## src/rtl/mips_ctrl_pkg.sv

```systemverilog
// Shared constants for the multi-cycle MIPS control path: ALU operation codes,
// opcode/funct values, state encoding and a terminal-state helper.
package mips_ctrl_pkg;

   typedef enum logic [3:0] {
      ALU_AND = 4'b0000,
      ALU_OR  = 4'b0001,
      ALU_NOR = 4'b0010,
      ALU_ADD = 4'b0011,
      ALU_SUB = 4'b0100,
      ALU_LUI = 4'b0101,
      ALU_SLL = 4'b0111,
      ALU_SRL = 4'b1000,
      ALU_BNE = 4'b1001,
      ALU_BEQ = 4'b1111
   } alu_op_e;

   typedef enum logic [3:0] {
      S_FETCH    = 4'd0,
      S_DECODE   = 4'd1,
      S_MEMADR   = 4'd2,
      S_MEMRD    = 4'd3,
      S_MEMWB    = 4'd4,
      S_MEMWR    = 4'd5,
      S_RTYPE_EX = 4'd6,
      S_RTYPE_WB = 4'd7,
      S_BRANCH   = 4'd8,
      S_JUMP     = 4'd9,
      S_ITYPE_EX = 4'd10,
      S_ITYPE_WB = 4'd11
   } state_e;

   localparam logic [5:0] OP_RTYPE = 6'h00;
   localparam logic [5:0] OP_J     = 6'h02;
   localparam logic [5:0] OP_BEQ   = 6'h04;
   localparam logic [5:0] OP_BNE   = 6'h05;
   localparam logic [5:0] OP_ADDI  = 6'h08;
   localparam logic [5:0] OP_ANDI  = 6'h0C;
   localparam logic [5:0] OP_ORI   = 6'h0D;
   localparam logic [5:0] OP_LUI   = 6'h0F;
   localparam logic [5:0] OP_LW    = 6'h23;
   localparam logic [5:0] OP_SW    = 6'h2B;

   localparam logic [5:0] FN_SLL = 6'h00;
   localparam logic [5:0] FN_SRL = 6'h02;
   localparam logic [5:0] FN_ADD = 6'h20;
   localparam logic [5:0] FN_SUB = 6'h22;
   localparam logic [5:0] FN_AND = 6'h24;
   localparam logic [5:0] FN_OR  = 6'h25;
   localparam logic [5:0] FN_NOR = 6'h27;

   // States whose exit to FETCH retires an instruction.
   function automatic logic is_terminal(input state_e s);
      return (s == S_RTYPE_WB) || (s == S_MEMWB) || (s == S_MEMWR) ||
             (s == S_BRANCH)   || (s == S_JUMP)  || (s == S_ITYPE_WB);
   endfunction

endpackage

```

## src/rtl/alu_op_decoder.sv

```systemverilog
// Combinational ALU operation select from control state and IR fields.
// Flags an unsupported R-type funct so the FSM can abort the instruction.
module alu_op_decoder
   import mips_ctrl_pkg::*;
(
   input  state_e      state,
   input  logic [5:0]  opcode,
   input  logic [5:0]  funct,
   output logic [3:0]  alu_op,
   output logic        illegal_funct
);

   // ADD is the idle/address op; R-type op stays valid through writeback.
   always_comb begin
      alu_op        = ALU_ADD;
      illegal_funct = 1'b0;
      case (state)
         S_RTYPE_EX, S_RTYPE_WB: begin
            case (funct)
               FN_ADD:  alu_op = ALU_ADD;
               FN_SUB:  alu_op = ALU_SUB;
               FN_AND:  alu_op = ALU_AND;
               FN_OR:   alu_op = ALU_OR;
               FN_NOR:  alu_op = ALU_NOR;
               FN_SLL:  alu_op = ALU_SLL;
               FN_SRL:  alu_op = ALU_SRL;
               default: illegal_funct = 1'b1;
            endcase
         end
         S_ITYPE_EX: begin
            case (opcode)
               OP_ANDI: alu_op = ALU_AND;
               OP_ORI:  alu_op = ALU_OR;
               OP_LUI:  alu_op = ALU_LUI;
               default: alu_op = ALU_ADD;
            endcase
         end
         S_BRANCH: alu_op = (opcode == OP_BNE) ? ALU_BNE : ALU_BEQ;
         default: ;
      endcase
   end

endmodule

```

## src/rtl/multicycle_control_unit.sv

```systemverilog
// Multi-cycle MIPS main control FSM. Moore outputs decoded from the state
// register; PCEn additionally follows Zero for branches. While reset is high
// every enable is forced low so an aborted access never writes.
// Optional retired-instruction counter: define MULTICYCLE_INSTR_COUNT_EN.
module multicycle_control_unit
   import mips_ctrl_pkg::*;
#(
   parameter int WAIT_MEM    = 1,
   parameter int COUNT_WIDTH = 32
)(
   input  logic                   clk,
   input  logic                   reset,
   input  logic [5:0]             Opcode,
   input  logic [5:0]             Funct,
   input  logic                   Zero,
   input  logic                   MemReady,
   output logic [3:0]             ALUOperation,
   output logic                   ALUSrcA,
   output logic [1:0]             ALUSrcB,
   output logic                   IorD,
   output logic                   MemRead,
   output logic                   MemWrite,
   output logic                   IRWrite,
   output logic                   RegWrite,
   output logic                   RegDst,
   output logic                   MemtoReg,
   output logic                   PCEn,
   output logic [1:0]             PCSource,
   output logic                   IllegalOp,
   output logic [COUNT_WIDTH-1:0] InstrCount
);

   state_e     state, state_nxt;
   logic [3:0] dec_op;
   logic       dec_ill;
   logic       pcwrite, branch;
   logic       mem_ok;

   assign mem_ok = (WAIT_MEM == 0) || MemReady;

   alu_op_decoder u_alu_dec (
      .state         (state),
      .opcode        (Opcode),
      .funct         (Funct),
      .alu_op        (dec_op),
      .illegal_funct (dec_ill)
   );

   // State register.
   always_ff @(posedge clk or posedge reset) begin
      if (reset) state <= S_FETCH;
      else       state <= state_nxt;
   end

   // Next-state and Moore output decode; reset masks everything to idle.
   always_comb begin
      state_nxt    = state;
      ALUOperation = dec_op;
      ALUSrcA      = 1'b0;
      ALUSrcB      = 2'b00;
      IorD         = 1'b0;
      MemRead      = 1'b0;
      MemWrite     = 1'b0;
      IRWrite      = 1'b0;
      RegWrite     = 1'b0;
      RegDst       = 1'b0;
      MemtoReg     = 1'b0;
      PCSource     = 2'b00;
      IllegalOp    = 1'b0;
      pcwrite      = 1'b0;
      branch       = 1'b0;
      case (state)
         S_FETCH: begin
            MemRead = 1'b1;
            ALUSrcB = 2'b01;
            if (mem_ok) begin
               IRWrite   = 1'b1;
               pcwrite   = 1'b1;
               state_nxt = S_DECODE;
            end
         end
         S_DECODE: begin
            ALUSrcB = 2'b11;
            case (Opcode)
               OP_RTYPE:                        state_nxt = S_RTYPE_EX;
               OP_LW, OP_SW:                    state_nxt = S_MEMADR;
               OP_BEQ, OP_BNE:                  state_nxt = S_BRANCH;
               OP_J:                            state_nxt = S_JUMP;
               OP_ADDI, OP_ANDI, OP_ORI, OP_LUI: state_nxt = S_ITYPE_EX;
               default: begin
                  IllegalOp = 1'b1;
                  state_nxt = S_FETCH;
               end
            endcase
         end
         S_MEMADR: begin
            ALUSrcA   = 1'b1;
            ALUSrcB   = 2'b10;
            state_nxt = (Opcode == OP_LW) ? S_MEMRD : S_MEMWR;
         end
         S_MEMRD: begin
            MemRead = 1'b1;
            IorD    = 1'b1;
            if (mem_ok) state_nxt = S_MEMWB;
         end
         S_MEMWB: begin
            RegWrite  = 1'b1;
            MemtoReg  = 1'b1;
            state_nxt = S_FETCH;
         end
         S_MEMWR: begin
            MemWrite = 1'b1;
            IorD     = 1'b1;
            if (mem_ok) state_nxt = S_FETCH;
         end
         S_RTYPE_EX: begin
            ALUSrcA = 1'b1;
            if (dec_ill) begin
               IllegalOp = 1'b1;
               state_nxt = S_FETCH;
            end else begin
               state_nxt = S_RTYPE_WB;
            end
         end
         S_RTYPE_WB: begin
            RegWrite  = 1'b1;
            RegDst    = 1'b1;
            state_nxt = S_FETCH;
         end
         S_BRANCH: begin
            ALUSrcA   = 1'b1;
            PCSource  = 2'b01;
            branch    = 1'b1;
            state_nxt = S_FETCH;
         end
         S_JUMP: begin
            pcwrite   = 1'b1;
            PCSource  = 2'b10;
            state_nxt = S_FETCH;
         end
         S_ITYPE_EX: begin
            ALUSrcA   = 1'b1;
            ALUSrcB   = 2'b10;
            state_nxt = S_ITYPE_WB;
         end
         S_ITYPE_WB: begin
            RegWrite  = 1'b1;
            state_nxt = S_FETCH;
         end
         default: state_nxt = S_FETCH;
      endcase
      PCEn = pcwrite | (branch & Zero);
      if (reset) begin
         ALUOperation = ALU_ADD;
         ALUSrcA      = 1'b0;
         ALUSrcB      = 2'b00;
         IorD         = 1'b0;
         MemRead      = 1'b0;
         MemWrite     = 1'b0;
         IRWrite      = 1'b0;
         RegWrite     = 1'b0;
         RegDst       = 1'b0;
         MemtoReg     = 1'b0;
         PCSource     = 2'b00;
         IllegalOp    = 1'b0;
         PCEn         = 1'b0;
      end
   end

`ifdef MULTICYCLE_INSTR_COUNT_EN
   logic                   retire;
   logic [COUNT_WIDTH-1:0] instr_cnt;

   assign retire = is_terminal(state) && (state_nxt == S_FETCH);

   // Retired-instruction counter; wraps naturally at 2^COUNT_WIDTH.
   always_ff @(posedge clk or posedge reset) begin
      if (reset)       instr_cnt <= '0;
      else if (retire) instr_cnt <= instr_cnt + COUNT_WIDTH'(1);
   end

   assign InstrCount = instr_cnt;
`else
   assign InstrCount = '0;
`endif

endmodule

```

## config.mk

```make
export PLATFORM = sky130hd
export DESIGN_NAME = multicycle_control_unit
export DESIGN_NICKNAME = d
export VERILOG_FILES = /design/src/rtl/mips_ctrl_pkg.sv /design/src/rtl/alu_op_decoder.sv /design/src/rtl/multicycle_control_unit.sv
export SDC_FILE = /design/constraint.sdc
export NUM_CORES = 1
export LEC_CHECK = 0
export BUFFER_PORTS_ARGS = -buffer_cell sky130_fd_sc_hd__buf_4
export CAP_MARGIN = 20
export CORE_ASPECT_RATIO = 1.4
export CORE_MARGIN = 4
export CORE_UTILIZATION = 23
export CTS_BUF_LIST = sky130_fd_sc_hd__clkbuf_8
export DETAILED_ROUTE_END_ITERATION = 10
export PLACE_DENSITY = 0.56
export REMOVE_ABC_BUFFERS = 1
export SYNTH_ARGS = -nofsm -noshare
export SYNTH_HDL_FRONTEND = slang
export SYNTH_HIERARCHICAL = 1
export SYNTH_SLANG_ARGS = --single-unit
```

## constraint.sdc

```tcl
create_clock -name clk -period 3.2 [get_ports clk]
set_input_delay 0.32 -clock clk [delete_from_list [all_inputs] [get_ports clk]]
set_output_delay 0.32 -clock clk [all_outputs]
set_load 0.03 [all_outputs]
```

==> qor.csv, run 1 <==
stage,metric,value,unit
outcome,status,finished clean,
place,dpl.hpwl,2300,um
final_layout,areaGrowthSynthToFinish,16.1,%
final_layout,final_util,0.282,
routing,vias_per_cell,4.63,
clock_network,clockBufferDepth,2,
sta,finalMaxSlewViolations,0,
final_layout,diodes,0,
clock_network,root_buffer,clkbuf_8,
logic_synthesis,synth_edf_count,0,
global_route,grt_max_degree,24,
worst_setup_path,critPathKind,reg2out,
logic_synthesis,synth_async_sr_flop_share,1.00,
floorplanning,dieArea,6100,um^2
clock_network,insertion_delay,0.22,ns
place,post-place-ws,0.997,ns
sta,rsz0062_at_grt,no,
final_layout,largest_register_ffs,4,
floorplanning,die_y,90.8,um
routing,firstDrtPassIters,4,
logic_synthesis,synth_largest_area_cell,buf_4,
clock_network,htree_levels,1,
floorplanning,initial_core_util,0.243,
logic_synthesis,syn_avg_cell_area,6.96,um^2
worst_setup_path,critPathRequiredTime,2.88,ns
global_route,grt.total_usage,0.0953,
sta,setup_violations,0,
worst_setup_path,cpPeakStageDelay,0.76,ns
worst_setup_path,slowest_stage,dfrtp_1,
routing,route.met2.wl,1500,um
worst_setup_path,cp-start-kind,register,
clock_network,clock_sinks,4,
worst_setup_path,r2r-end,state[0],
final_layout,regMostFlops,state,
routing,ant_nets,0,
clock_network,path_clk_slew,0.03,ns
logic_synthesis,yosysWarnings,6,
worst_hold_path,hold_class,in2async,
logic_synthesis,synth_top_area_frac,0.220,
clock_network,hold_buffers,0,
sta,post-route-min-period,2.45,ns
floorplanning,io_pins,66,
sta,slew-limit-headroom,0.552,
worst_setup_path,ff2ff_setup_slack,1.07,ns
sta,finalClockSkew,0.000923,ns
logic_synthesis,ys.flop_type,dfrtp_1,
logic_synthesis,synth-seq-cells,4,
routing,wl_met3,273,um
logic_synthesis,synth_most_common_cell,buf_4,
worst_setup_path,arrival,2.13,ns
power_and_ir_drop,leakage,0.568,nW
sta,post-route-worst-setup-slack,0.746,ns
final_layout,nets,203,
routing,drc,0,
job,cap_violations,0,
floorplanning,core-area,4640,um^2
logic_synthesis,syn_inst,162,
logic_synthesis,synth-seq-area-share,0.0888,
floorplanning,fp-row-count,29,
worst_setup_path,end_kind,primary output,
clock_network,cts_made_buffers,3,
power_and_ir_drop,vdd_ir_drop_max,0.195,mV
sta,worst_pin_slew,0.672,ns
global_route,grt_antenna_before_repair,0,
clock_network,cts_tree,yes,
logic_synthesis,syn_area,1130,um^2
global_route,grt_overflow,0,
routing,met1_length,1120,um
sta,fin_crit_sh,0.767,
place,port_buffers,33,
logic_synthesis,ys_types,51,
routing,top_layer_used,met4,
worst_setup_path,reg2reg_from,state[1],
worst_setup_path,critPathMaxFanout,23,
sta,fin_tns_setup,0,ns
sta,fmax,0.407,GHz
routing,vias,1143,
worst_setup_path,reg2regPathDepth,6,
logic_synthesis,synthTopCellsByArea,"buf_4 (22%), dfrtp_1 (8.9%), nor2_1 (4.3%)",
clock_network,cts_resized,0,
sta,hold_viol_final,0,
clock_network,cts_setup_buffers,0,
power_and_ir_drop,p_per_area,429,nW/um^2
routing,drt_iter0_drc,37,
final_layout,drive_gt1_frac,0.238,
final_layout,reg_top3,state (4),
global_route,grt_pass1_vias,1073,
logic_synthesis,synth_common_cells,"buf_4 (33), nor2_1 (13), nor3_1 (9), nand2_1 (8), nor4_1 (7)",
routing,wl_per_cell,12.0,um
place,gp_congestion,0.875,
floorplanning,dieWidth,67.2,um
global_route,grt_pass1_wl,4730,um
worst_setup_path,path_cells,nand2_1 > a2111oi_0 > a22oi_1 > or2_2 > buf_4,
routing,wirelength,2960,um
critical path, delay by kind of cell (launching register included):
family                 cells  cell delay, ns
DFF                        1            0.76
AOI/OAI and AO/OA          2            0.55
and+or+nand+nor            2            0.44
buffers and inverters      1            0.17
layout by cell type, fill, tap and decap left out, drive strengths merged, types with 2 or more instances in the layout:
cell and instances:
or3b 4, dfrtp 4, nor2 13, a22oi 2
nor3b 3, inv 3, nand4 2, nand2 8
buf 33, o22ai 6, nand2b 5, nor4 7
clkbuf 3, a211oi 3, nor2b 6, or2 4
nor3 9, a21oi 3, o21ai 3, conb 32
nor4b 3, nand3 3, a32o 3
kinds of logic (layout without fill, tap and decap cells):
group,count (synthesis),after routing,synth area share
buffers and inverters,47,39,0.277
XOR/XNOR,2,2,0.0155
AO/OA/AOI/OAI,37,37,0.249
multiplexers,1,1,0.00888
other,1,32,0.00333
flip-flops,4,4,0.0888
AND/OR/NAND/NOR,70,70,0.357
how the worst max path moves through the flow:
stage	from	end	slack [ns]	cells past startpoint
3_5_place_dp	state[1]	ALUOperation[0]	1.0	5
5_1_grt	state[1]	ALUOperation[1]	0.57	5
4_1_cts	state[1]	ALUOperation[0]	0.75	5
3_3_place_gp	state[1]	ALUOperation[0]	1.04	5
2_1_floorplan	state[2]	IRWrite	1.08	3
6_report	state[1]	ALUOperation[0]	0.75	5
final cells by class:
type                       instances  area (um^2)
clock buffer                       3         41.3
fill                             531         3340
inverter                           3         11.3
multi-input combinational        142          831
sequential                         4          100
tap                               62         77.6
timing repair buffer              33          248
stage by stage:
| stage | power (mW) | cell area, um^2 | hold slack (ns) | std cells |
|---|---|---|---|---|
| after floorplan | 0.343 | 942 | 0.0861 | 149 |
| after global placement | 0.455 | 1270 | 0.321 | 244 |
| after detailed placement | 0.455 | 1270 | 0.326 | 244 |
| after CTS | 0.566 | 1310 | 0.0916 | 247 |
| after global routing | 0.607 | 1310 | 0.119 | 247 |
| final | 0.562 | 1310 | 0.0883 | 247 |
metal layers:
layer,vias up,global-route usage
li1,572,-
met1,511,0.113
met2,53,0.161
met3,7,0.0187
met4,0,0.0406
met5,-,0
report_power, final:
part	internal (mW)	leakage (nW)	switching (mW)
sequential	0.0604	0.0538	0.0551
combinational	0.125	0.493	0.214
clock	0.0803	0.0216	0.0270
No activity file was read; power rests on OpenSTA's default activity.
==> inputs of run 2 (changes only) <==
- PLACE_DENSITY: 0.56 -> 0.57
- clock period: 3.2 -> 2 ns (I/O delays scaled with it)
==> run 2 against run 1 <==
  * Clock power increased by 55%
  * First-iteration DRC count increased by 11%
  * Die area unchanged
  * Combinational power increased by 100%
  * Critical endpoint unchanged
  * Sequential cell count unchanged
  * Via count increased by 5.2%
  * Total power increased by 71%
  * Clock skew increased by 0.00082 ns
  * Cell count increased by 3.2%
  * Sequential share of layout area decreased by 0.36 points
  * Worst hold slack improved by 0.16 ns
  * Wire length increased by 5.8%
==> qor.csv, run 2 (synthesized netlist as in run 1, its figures left out) <==
stage,metric,value,unit
global_route,grt_max_degree,22,
routing,vias_per_cell,4.71,
clock_network,path_clk_slew,0.03,ns
worst_setup_path,r2r-end,state[0],
floorplanning,core-area,4640,um^2
sta,setup_violations,0,
worst_setup_path,arrival,1.73,ns
clock_network,htree_levels,1,
worst_setup_path,reg2reg_from,state[1],
place,dpl.hpwl,2450,um
final_layout,final_cell_mix,"buf_4 (39), conb_1 (32), nor2_1 (13), nand2_1 (8), nor3_1 (8)",
final_layout,final_common_cell,buf_4,
worst_setup_path,end_kind,primary output,
place,port_buffers,33,
worst_setup_path,cp-start-kind,register,
final_layout,reg_top3,state (4),
clock_network,clock_sinks,4,
place,dpl-instance-area,1330,um^2
global_route,grt_overflow,0,
final_layout,nets,211,
final_layout,fillers,531,
floorplanning,io_pins,66,
sta,hold_viol_final,0,
routing,ant_nets,0,
final_layout,regMostFlops,state,
sta,fmax,0.519,GHz
global_route,grt.total_usage,0.0923,
sta,fin_crit_sh,0.964,
power_and_ir_drop,leakage,0.610,nW
final_layout,areaGrowthSynthToFinish,23.3,%
final_layout,drive_gt1_frac,0.275,
clock_network,root_buffer,clkbuf_8,
place,dp_cells,251,
power_and_ir_drop,vdd_ir_drop_max,0.266,mV
final_layout,postLayoutCellArea,1390,um^2
routing,drc,0,
worst_setup_path,critPathMaxFanout,4,
routing,firstDrtPassIters,5,
power_and_ir_drop,power.total,0.959,mW
global_route,grt_antenna_before_repair,0,
floorplanning,initial_core_util,0.243,
floorplanning,dieArea,6100,um^2
routing,wl_per_cell,12.3,um
clock_network,cts_tree,yes,
worst_setup_path,reg2regPathDepth,5,
power_and_ir_drop,p_per_area,690,nW/um^2
worst_setup_path,critPathKind,reg2out,
global_route,grt_pass1_vias,1031,
worst_hold_path,hold_class,in2reg,
floorplanning,dieWidth,67.2,um
final_layout,diodes,0,
place,gp_congestion,0.926,
sta,post-route-min-period,1.93,ns
routing,wirelength,3130,um
final_layout,largest_register_ffs,4,
final_layout,final_util,0.299,
outcome,status,finished clean,
sta,rsz0062_at_grt,no,
clock_network,clockBufferDepth,2,
clock_network,cts_setup_buffers,0,
worst_setup_path,startpoint,state[2],
sta,fin_tns_setup,0,ns
final_layout,final_cells,255,
floorplanning,fp-row-count,29,
floorplanning,die_y,90.8,um
worst_setup_path,critPathRequiredTime,1.80,ns
sta,finalMaxSlewViolations,0,
clock_network,cts_made_buffers,3,
routing,drt_iter0_drc,41,
routing,vias,1202,
global_route,grt_pass1_wl,4530,um
worst_hold_path,min_delay_path_depth,2,
sta,finalClockSkew,0.00175,ns
worst_setup_path,ff2ff_setup_slack,0.44,ns
worst_setup_path,crit_end,ALUOperation[0],
clock_network,insertion_delay,0.21,ns
job,cap_violations,0,
[run 2: cell count changes in the layout (fill, tap and decap cells not counted), sizes merged]
cell | previous run | this run
buf | 33 | 40
dlygate4sd3 | 0 | 1
[run 2: per-layer routing]
metal | GRT usage | vias up | wire length (um)
met2 | 0.165 | 53 | 1590
li1 | - | 591 | -
met1 | 0.102 | 552 | 1230
met3 | 0.0237 | 6 | 259
met5 | 0 | - | 0
met4 | 0.0305 | 0 | 48
[run 2: worst min path at each step]
stage | startpoint | to | slack (ns)
5_1_grt | MemReady | state[2] | 0.28
6_report | MemReady | state[2] | 0.25
4_1_cts | MemReady | state[2] | 0.25
3_3_place_gp | reset | state[2] | 0.21
2_1_floorplan | reset | state[0] | -0.03
3_5_place_dp | reset | state[2] | 0.21
[run 2: cell type report]
type                    instances  area, um^2  area share
clock buffers                   3        41.3      0.0297
inverters                       3        11.3     0.00810
flip-flops and latches          4         101      0.0729
repair buffers                 41         323       0.232
well taps                      62        77.6      0.0558
multi-input cells             142         836       0.601
[run 2: critical path, stage by stage (launching register included)]
cell and delay, ns:
dfrtp_1 0.40, or3b_1 0.40, nor2_1 0.16, a22oi_1 0.10, or2_2 0.29, buf_4 0.17
[run 2: timing repair]
action / 4_1_cts / 5_1_grt
setup endpoints to repair: 0 / 2
gates resized for setup: 0 / 2
hold buffers: 1 / 0
endpoints found under the hold margin: 4 / 0
[run 2: through the flow]
step                hold WS, ns  worst slack [ns]
floorplan               -0.0339         -0.000595
global placement          0.210             0.294
detailed placement        0.205             0.292
CTS                       0.249            0.0573
global route              0.279            0.0268
finish                    0.250            0.0721
[run 2: report_power, final]
| group | switching [mW] | total (mW) | internal [mW] |
|---|---|---|---|
| registers | 0.0130 | 0.112 | 0.0986 |
| logic | 0.435 | 0.681 | 0.247 |
| clock network | 0.0378 | 0.166 | 0.128 |
| total | 0.485 | 0.959 | 0.473 |
==> inputs of run 3 (changes only) <==
- ABC_AREA: default -> 1
- HOLD_SLACK_MARGIN: default -> 0.03
==> run 3 against run 2 <==
  * Via count rose by 7.4%
  * Die area is 4.0% higher
  * Combinational power decreased by 6.0%
  * Largest power group unchanged
==> qor.csv, run 3 <==
stage,metric,value,unit
routing,vias_per_cell,4.00,
worst_setup_path,cp-start-kind,register,
power_and_ir_drop,netSwitchingFraction,0.553,
routing,drt_iter0_drc,42,
floorplanning,dieArea,6340,um^2
global_route,grt.total_usage,0.0942,
job,cap_violations,0,
logic_synthesis,syn_area,1180,um^2
global_route,grt_overflow,0,
logic_synthesis,ys.flop_type,dfrtp_1,
clock_network,root_buffer,clkbuf_8,
floorplanning,initial_core_util,0.239,
floorplanning,core-area,4920,um^2
logic_synthesis,synth_largest_area_cell,buf_4,
sta,fin_crit_sh,0.925,
worst_setup_path,crit_end,PCEn,
outcome,status,finished clean,
logic_synthesis,syn_inst,223,
clock_network,htree_levels,1,
sta,hold_viol_final,0,
place,port_buffers,33,
logic_synthesis,synth_most_common_cell,nand2_1,
final_layout,diodes,0,
final_layout,final_common_cell,nand2_1,
global_route,grt_antenna_before_repair,0,
final_layout,regMostFlops,state,
floorplanning,dieWidth,68.5,um
worst_setup_path,critPathRequiredTime,1.80,ns
logic_synthesis,ys_types,26,
floorplanning,io_pins,66,
sta,setup_violations,0,
clock_network,insertion_delay,0.22,ns
final_layout,areaGrowthSynthToFinish,22.4,%
logic_synthesis,yosysWarnings,6,
global_route,grt_pass1_vias,1176,
clock_network,clockBufferDepth,2,
routing,wl_per_cell,9.09,um
routing,drc,0,
routing,ant_nets,0,
final_layout,reg_top3,state (4),
place,dpl.hpwl,2540,um
worst_hold_path,min-delay-start,MemReady,
worst_setup_path,reg2regPathDepth,11,
power_and_ir_drop,leakage,0.827,nW
routing,vias,1291,
final_layout,nets,277,
logic_synthesis,synth_edf_count,0,
power_and_ir_drop,vdd_ir_drop_max,0.187,mV
routing,wirelength,2940,um
clock_network,path_clk_slew,0.03,ns
clock_network,cts_tree,yes,
final_layout,drive_gt1_frac,0.236,
logic_synthesis,synth_common_cells,"nand2_1 (49), nor2_1 (42), buf_4 (32), inv_1 (31), nand3_1 (25)",
worst_setup_path,end_kind,primary output,
final_layout,largest_register_ffs,4,
floorplanning,die_y,92.7,um
logic_synthesis,synthTopCellsByArea,"buf_4 (20%), nand2_1 (16%), nor2_1 (13%)",
power_and_ir_drop,pwr-share-clk,0.183,
sta,hold_ws,0.284,ns
logic_synthesis,synth-seq-area-share,0.0850,
worst_setup_path,critPathKind,reg2out,
logic_synthesis,synth_top_area_frac,0.204,
sta,post-route-min-period,1.85,ns
worst_setup_path,ff2ff_setup_slack,0.55,ns
logic_synthesis,synth-seq-cells,4,
sta,finalClockSkew,0.00180,ns
sta,fin_tns_setup,0,ns
worst_setup_path,startpoint,state[1],
routing,firstDrtPassIters,4,
sta,fmax,0.541,GHz
global_route,grt_pass1_wl,4820,um
global_route,grt_max_degree,18,
worst_setup_path,critPathMaxFanout,9,
floorplanning,fp-row-count,30,
clock_network,clock_sinks,4,
power_and_ir_drop,p_switching,0.529,mW
worst_setup_path,arrival,1.65,ns
power_and_ir_drop,p_per_area,665,nW/um^2
logic_synthesis,syn_avg_cell_area,5.28,um^2
clock_network,cts_made_buffers,3,
worst_hold_path,hold_class,in2reg,
logic_synthesis,synth_async_sr_flop_share,1.00,
power_and_ir_drop,comb_power_share,0.668,
worst_setup_path,reg2reg_from,state[1],
final_layout,final_cell_mix,"nand2_1 (49), nor2_1 (42), buf_4 (35), conb_1 (32), inv_1 (31)",
power_and_ir_drop,p_int,0.429,mW
power_and_ir_drop,power_frac_seq,0.149,
place,gp_congestion,0.770,
worst_setup_path,r2r-end,state[2],
sta,finalMaxSlewViolations,0,
sta,rsz0062_at_grt,no,
==> run 3: logic make-up after synthesis <==
kind of cell,Yosys count,synth area share
AO/OA/AOI/OAI,12,0.0648
buffers and inverters,67,0.317
flip-flops,4,0.0850
other,1,0.00319
AND/OR/NAND/NOR,139,0.530
==> run 3: power groups by stage <==
stage | Combinational, mW | Clock (mW) | Sequential [mW]
global route | 0.712 | 0.185 | 0.146
detailed placement | 0.630 | 0 | 0.142
CTS | 0.634 | 0.177 | 0.142
global placement | 0.631 | 0 | 0.142
finish | 0.640 | 0.175 | 0.143
floorplan | 0.457 | 0 | 0.133
==> run 3: area by class of cell <==
type                    instances  area, um^2
fillers                       585        3480
multi-input cells             183         821
repair buffers                 36         273
inverters                      33         124
flip-flops and latches          4         103
well taps                      64        80.1
clock buffers                   3        41.3
==> run 3: critical path, stage by stage, from the launching register on <==
cell and delay (ns):
dfrtp_2 0.46, buf_4 0.16, nor2_1 0.16, inv_1 0.11
nor3_2 0.16, nand2_1 0.07, a31oi_1 0.13, buf_4 0.18
==> run 3: timing repair <==
action	4_1_cts	5_1_grt
setup endpoints to repair	0	2
hold buffers	1	0
resized for setup	0	2
hold endpoints to repair	4	0
buffers inserted	0	2
==> run 3: how the worst min path moves through the flow <==
stage                     to  cells past startpoint
floorplan           state[0]                      1
global placement    state[0]                      2
detailed placement  state[0]                      2
CTS                 state[0]                      3
global route        state[2]                      4
finish              state[0]                      3
==> run 3: per-layer routing <==
metal  part of all wire  track usage
met1               0.40        0.105
met2               0.49        0.167
met3               0.10       0.0206
met4              0.017       0.0365
met5                  0            0
==> run 3: stage by stage <==
step | utilization | instance area, um^2 | setup slack [ns] | total power [mW] | instances
floorplan | - | 1040 | 0.243 | 0.590 | 220
global placement | 0.279 | 1370 | 0.323 | 0.773 | 317
detailed placement | 0.279 | 1370 | 0.300 | 0.772 | 317
CTS | 0.290 | 1420 | 0.0628 | 0.952 | 321
global route | 0.293 | 1440 | 0.00475 | 1.04 | 323
finish | 0.293 | 1440 | 0.150 | 0.958 | 323
